File: config.mk
export PLATFORM = sky130hd
export DESIGN_NAME = rggen_host_if_apb
export DESIGN_NICKNAME = d
export VERILOG_FILES = /design/src/rtl/rggen_rtl_pkg.sv /design/src/rtl/rggen_host_if_apb_watchdog.sv /design/src/rtl/rggen_host_if_apb.sv
export SDC_FILE = /design/constraint.sdc
export NUM_CORES = 1
export LEC_CHECK = 0
export BUFFER_PORTS_ARGS = -buffer_cell sky130_fd_sc_hd__buf_2
export CAP_MARGIN = 5
export CORE_UTILIZATION = 40
export DETAILED_ROUTE_END_ITERATION = 12
export PLACE_DENSITY_LB_ADDON = 0.25
export SLEW_MARGIN = 20
export SYNTH_ARGS = -nofsm -noshare
export SYNTH_HDL_FRONTEND = slang
export SYNTH_SLANG_ARGS = --single-unit
File: constraint.sdc
create_clock -name clk -period 1.4 [get_ports clk]
set_input_delay 0.28 -clock clk [delete_from_list [all_inputs] [get_ports clk]]
set_output_delay 0.28 -clock clk [all_outputs]
set_load 0.1 [all_outputs]
File: src/rtl/rggen_rtl_pkg.sv
// Shared register-bus definitions for the rggen host interfaces.
// Status codes returned by registers and an error classifier.
package rggen_rtl_pkg;

   typedef enum logic [1:0] {
      OKAY         = 2'd0,
      EXOKAY       = 2'd1,
      SLAVE_ERROR  = 2'd2,
      DECODE_ERROR = 2'd3
   } rggen_status;

   function automatic logic is_error(input rggen_status i_s);
      return (i_s == SLAVE_ERROR) || (i_s == DECODE_ERROR);
   endfunction

endpackage

File: src/rtl/rggen_host_if_apb_watchdog.sv
// BUSY-phase watchdog: counts cycles spent in BUSY and flags the last one.
// Only instantiated when RGGEN_HOST_IF_APB_WATCHDOG_EN is defined.
module rggen_host_if_watchdog #(
   parameter int TIMEOUT_CYCLES = 256
) (
   input  logic clk,
   input  logic rst_n,
   input  logic i_start,
   input  logic i_busy,
   output logic o_timeout
);

   localparam int CW =
      (TIMEOUT_CYCLES > 1) ? $clog2(TIMEOUT_CYCLES) : 1;
   localparam logic [CW-1:0] LIMIT = CW'(TIMEOUT_CYCLES - 1);

   logic [CW-1:0] r_count;

   // Clear on entry to BUSY, count up while busy, hold at the limit.
   always_ff @(posedge clk or negedge rst_n) begin
      if (!rst_n) begin
         r_count <= '0;
      end else if (i_start || !i_busy) begin
         r_count <= '0;
      end else if (r_count != LIMIT) begin
         r_count <= r_count + 1'b1;
      end
   end

   assign o_timeout = i_busy && (r_count == LIMIT);

endmodule

File: src/rtl/rggen_host_if_apb.sv
// APB3/APB4 slave front end driving the internal register bus.
// Optional BUSY watchdog: define RGGEN_HOST_IF_APB_WATCHDOG_EN.
module rggen_host_if_apb
   import rggen_rtl_pkg::*;
#(
   parameter int ADDRESS_WIDTH  = 16,
   parameter int DATA_WIDTH     = 32,
   parameter int TIMEOUT_CYCLES = 256
) (
   input  logic                      clk,
   input  logic                      rst_n,
   input  logic                      i_psel,
   input  logic                      i_penable,
   input  logic [ADDRESS_WIDTH-1:0]  i_paddr,
   input  logic                      i_pwrite,
   input  logic [DATA_WIDTH-1:0]     i_pwdata,
   input  logic [DATA_WIDTH/8-1:0]   i_pstrb,
   output logic                      o_pready,
   output logic [DATA_WIDTH-1:0]     o_prdata,
   output logic                      o_pslverr,
   output logic                      o_request,
   output logic [ADDRESS_WIDTH-1:0]  o_address,
   output logic                      o_write,
   output logic [DATA_WIDTH-1:0]     o_write_data,
   output logic [DATA_WIDTH/8-1:0]   o_strobe,
   input  logic                      i_select,
   input  logic                      i_ready,
   input  rggen_status               i_status,
   input  logic [DATA_WIDTH-1:0]     i_read_data
);

   localparam logic [1:0] IDLE    = 2'd0;
   localparam logic [1:0] BUSY    = 2'd1;
   localparam logic [1:0] RESPOND = 2'd2;

   logic [1:0]               r_state;
   logic [1:0]               w_next;
   logic                     w_setup;
   logic                     w_busy;
   logic                     w_done;
   logic                     w_timeout;
   logic                     r_request;
   logic                     r_pready;
   logic                     r_pslverr;
   logic [DATA_WIDTH-1:0]    r_prdata;
   logic [ADDRESS_WIDTH-1:0] r_address;
   logic                     r_write;
   logic [DATA_WIDTH-1:0]    r_write_data;
   logic [DATA_WIDTH/8-1:0]  r_strobe;

   assign w_setup = (r_state == IDLE) && i_psel && !i_penable;
   assign w_busy  = (r_state == BUSY);
   assign w_done  = w_busy && (i_ready || !i_select || w_timeout);

`ifdef RGGEN_HOST_IF_APB_WATCHDOG_EN
   rggen_host_if_watchdog #(
      .TIMEOUT_CYCLES (TIMEOUT_CYCLES)
   ) u_watchdog (
      .clk       (clk),
      .rst_n     (rst_n),
      .i_start   (w_setup),
      .i_busy    (w_busy),
      .o_timeout (w_timeout)
   );
`else
   logic w_unused_timeout;
   assign w_unused_timeout = (TIMEOUT_CYCLES == 0);
   assign w_timeout        = 1'b0;
`endif

   // Next-state selection for the single-outstanding transfer FSM.
   always_comb begin
      w_next = r_state;
      case (r_state)
         IDLE:    if (w_setup) w_next = BUSY;
         BUSY:    if (w_done)  w_next = RESPOND;
         RESPOND: w_next = IDLE;
         default: w_next = IDLE;
      endcase
   end

   // State plus registered handshake outputs.
   always_ff @(posedge clk or negedge rst_n) begin
      if (!rst_n) begin
         r_state   <= IDLE;
         r_request <= 1'b0;
         r_pready  <= 1'b0;
      end else begin
         r_state   <= w_next;
         r_request <= (w_next == BUSY);
         r_pready  <= (w_next == RESPOND);
      end
   end

   // Capture the APB request at setup; held for the whole transfer.
   always_ff @(posedge clk or negedge rst_n) begin
      if (!rst_n) begin
         r_address    <= '0;
         r_write      <= 1'b0;
         r_write_data <= '0;
         r_strobe     <= '0;
      end else if (w_setup) begin
         r_address    <= i_paddr;
         r_write      <= i_pwrite;
         r_write_data <= i_pwdata;
         r_strobe     <= i_pwrite ? i_pstrb : '1;
      end
   end

   // Response data is nonzero only during the RESPOND cycle.
   always_ff @(posedge clk or negedge rst_n) begin
      if (!rst_n) begin
         r_prdata  <= '0;
         r_pslverr <= 1'b0;
      end else if (w_done && i_ready) begin
         r_prdata  <= r_write ? '0 : i_read_data;
         r_pslverr <= is_error(i_status);
      end else if (w_done) begin
         r_prdata  <= '0;
         r_pslverr <= 1'b1;
      end else begin
         r_prdata  <= '0;
         r_pslverr <= 1'b0;
      end
   end

   assign o_pready     = r_pready;
   assign o_prdata     = r_prdata;
   assign o_pslverr    = r_pslverr;
   assign o_request    = r_request;
   assign o_address    = r_address;
   assign o_write      = r_write;
   assign o_write_data = r_write_data;
   assign o_strobe     = r_strobe;

endmodule
==> flow_summary.json <==
{
  "slew_violations": 0,
  "first_iteration_detailed_routing_drc_count": 21,
  "yosysWarnings": 0,
  "yosys.cell_types.count": 16,
  "num_antenna_cells": 0,
  "hp-class": "primary input to register",
  "place.port_buffers": 179,
  "grt_pass1_wl_um": 10800,
  "violations": "setup timing",
  "finalWorstPathRequiredPeriod_ns": 1.52,
  "chipHeight_um": 95,
  "firstDrtPassIters": 4,
  "layout_setup_ws_ns": -0.119,
  "start_kind": "register",
  "critPathMaxFanout": 12,
  "yosys_register_bits": 90,
  "gp_congestion": 0.732,
  "dp.cells": 487,
  "crit_path_top_delay_cell": "sky130_fd_sc_hd__dfrtp_1",
  "totalWireLength_um": 7070,
  "post_synth_instance_area_um2": 3460,
  "worst_skew_pair.late_latency_ns": 0.34,
  "synth_xor_area_share_pct": 0,
  "power_switching_mw": 4.68,
  "place_ws_ns": -0.148,
  "io_pins": 181,
  "number_of_global_route_vias_before_repair": 2355,
  "fillcell_total": 654,
  "grt_max_degree": 91,
  "yosysSeqAreaShare_pct": 65.1,
  "h-tree-depth": 3,
  "fmax_ghz": 0.659,
  "cp_data_arrival_time_ns": 1.74,
  "setup.worst_path.class": "register to register",
  "cts.clk_slew.worst_paths_ns": 0.08,
  "synth_top_cells_by_area": "sky130_fd_sc_hd__dfrtp_1 65%, sky130_fd_sc_hd__mux2_4 21%, sky130_fd_sc_hd__and2_1 5.8%",
  "routed_via_density": 4.50,
  "drive_gt1_share_pct": 66.8,
  "crit_path_max_incr_delay_ns": 0.42,
  "cts-buffers-inserted": 9,
  "yosys.area.top_type_share_pct": 65.1,
  "drc_errors": 0,
  "rsz0062_at_grt": "true",
  "pwr_density_cell_nw_per_um2": 1950,
  "design_power_total_mw": 9.80,
  "synth-compound-area-share_pct": 0.506,
  "start_util_pct": 41.7,
  "power_frac_comb_pct": 49.2,
  "cts.sink_count": 90,
  "irDropWorstVdd_v": 0.000787,
  "ctsLongestPathBuffers": 2,
  "cell_type_group_with_the_largest_total_delay_on_the_critical_path": "flip-flops",
  "setup.worst_path.end_class": "register",
  "final.period_utilization_pct": 108,
  "post_synth_fa_ha_maj_area_fraction_pct": 0,
  "worst_ep_required_time_ns": 1.62,
  "timing.critical_path.buf_inv": 2,
  "routed-via-count": 2276,
  "ctsRootBufferMaster": "sky130_fd_sc_hd__clkbuf_8",
  "antenna_found_initial": 0,
  "floorplan.core_area_um2": 8300,
  "swShare_pct": 47.7,
  "dieWidth_um": 95,
  "die_area_um2": 9030,
  "avgRoutedWirePerCell_um": 14.0,
  "result_of_the_run": "finished, violations left",
  "synthesis.nets": 292,
  "worstPathCellList": "nor4b_4 > buf_6 > buf_12 > mux2_4",
  "tritoncts": "done",
  "part_of_the_total_power_dissipated_in_sequential_elements_pct": 33.3,
  "gr-total-overflow": 0,
  "maxSlewHeadroom_pct": 67.5,
  "syn_avg_cell_area_um2": 17.4,
  "layout_common_cells": "91 x sky130_fd_sc_hd__buf_2, 89 x sky130_fd_sc_hd__dfrtp_1, 70 x sky130_fd_sc_hd__buf_4",
  "muxShareOfSynthArea_pct": 22.5,
  "worst_slew_pin_tran_ns": 0.491,
  "share_clk_of_total_power_pct": 17.5,
  "most_common_cell_after_layout_fill_and_taps_aside": "sky130_fd_sc_hd__buf_2",
  "ant_nets": 0,
  "final_hold_viol_count": 0,
  "timing.clock.skew_ns": 0.00878,
  "fin_setup_tns_ns": -4.40,
  "synthSimpleGateAreaFrac_pct": 8.28,
  "synthCells": 199,
  "final_nets": 490,
  "placedInstanceArea_um2": 4550,
  "post-dp-hpwl_um": 5010,
  "area.growth.synth_to_final_pct": 45.2,
  "internal_power_mw": 5.12,
  "instances_no_fill": 506,
  "fp-row-count": 33,
  "main_combinational_cell_family_by_area_after_synthesis": "multiplexers",
  "power.static_leakage_nw": 2.63,
  "post-route-cell-area_um2": 5020,
  "setup_viol": 52,
  "synth_area_leader_cell": "sky130_fd_sc_hd__dfrtp_1",
  "drv_cap": 0,
  "grt_usage_pct": 16.0
}
==> path summary, 6_finish.rpt <==
| kind | from | endpoint | slack [ns] | cells after the start |
|---|---|---|---|---|
| worst max-delay path | r_state[0] | o_write_data[12] | -0.12 | 4 |
| worst min register to register | o_write_data[13] | o_write_data[13] | 0.51 | 1 |
| max in group asynchronous | rst_n | o_write | 0.48 | 3 |
| min in group asynchronous | rst_n | o_write_data[30] | 0.51 | 3 |
| worst min-delay path | i_read_data[11] | o_prdata[11] | 0.13 | 2 |
| worst max register to register | r_state[0] | o_write_data[12] | -0.12 | 4 |
==> kinds of logic after synthesis <==
kind of cell | count (synthesis)
flops | 90
mux | 53
simple gates | 44
buf+inv | 10
compound gates | 2
==> cells in the mapped netlist, drive strengths merged <==
| cell | count |
|---|---|
| nor4b | 1 |
| or2b | 1 |
| dfrtp | 90 |
| clkbuf | 3 |
| nor2 | 2 |
| a31o | 2 |
| buf | 6 |
| nor3 | 1 |
| inv | 1 |
| mux2 | 53 |
| nand2b | 4 |
| and2 | 32 |
| nor2b | 2 |
| and4bb | 1 |
==> stage by stage <==
step / hold slack [ns] / util (%)
after detailed placement: 0.364 / 54.9
after global routing: 0.111 / 60.5
final: 0.135 / 60.5
after global placement: 0.357 / 54.9
after floorplan: -0.0156 / -
after CTS: 0.109 / 59.7
==> routing by layer <==
layer / wire length [µm] / track usage (%)
met5: 0 / 0
met4: 111 / 7.58
met3: 873 / 7.49
met2: 3220 / 25.1
met1: 2870 / 18.5
==> cell type report <==
cell class | instances | area, µm² | share of cell area [%]
clock inverters | 4 | 52.6 | 1.05
well taps | 105 | 131 | 2.62
flip-flops and latches | 90 | 2260 | 44.9
inverters | 1 | 3.75 | 0.0747
repair buffers | 196 | 1340 | 26.7
multi-input cells | 99 | 1100 | 21.8
clock buffers | 11 | 141 | 2.82
==> worst register-to-register path: stages, from the launching register on <==
cell and delay, ns:
sky130_fd_sc_hd__dfrtp_1 0.42, sky130_fd_sc_hd__nor4b_4 0.32, sky130_fd_sc_hd__buf_6 0.19, sky130_fd_sc_hd__buf_12 0.16, sky130_fd_sc_hd__mux2_4 0.31
==> power groups by stage <==
| stage | clock network (mW) | logic (mW) | registers [mW] |
|---|---|---|---|
| CTS | 1.79 | 4.83 | 3.26 |
| finish | 1.72 | 4.82 | 3.26 |
| global route | 1.89 | 4.96 | 3.31 |
| global placement | 0 | 4.54 | 3.26 |
| floorplan | 0 | 0.723 | 6.33 |
| detailed placement | 0 | 4.56 | 3.29 |
==> state kept, by name (all words and copies together) (netlist names) <==
register / count
o_prdata: 32
o_write_data: 32
o_address: 16
o_strobe: 4
r_state: 2
o_pready: 1
o_pslverr: 1
o_request: 1
o_write: 1
==> timing repair <==
action	4_1_cts	5_1_grt
hold buffers	1	0
setup endpoints to repair	111	75
hold endpoints to repair	90	0
gates resized for setup	69	24
buffers inserted	2	1
No activity file was read; power rests on OpenSTA's default activity.
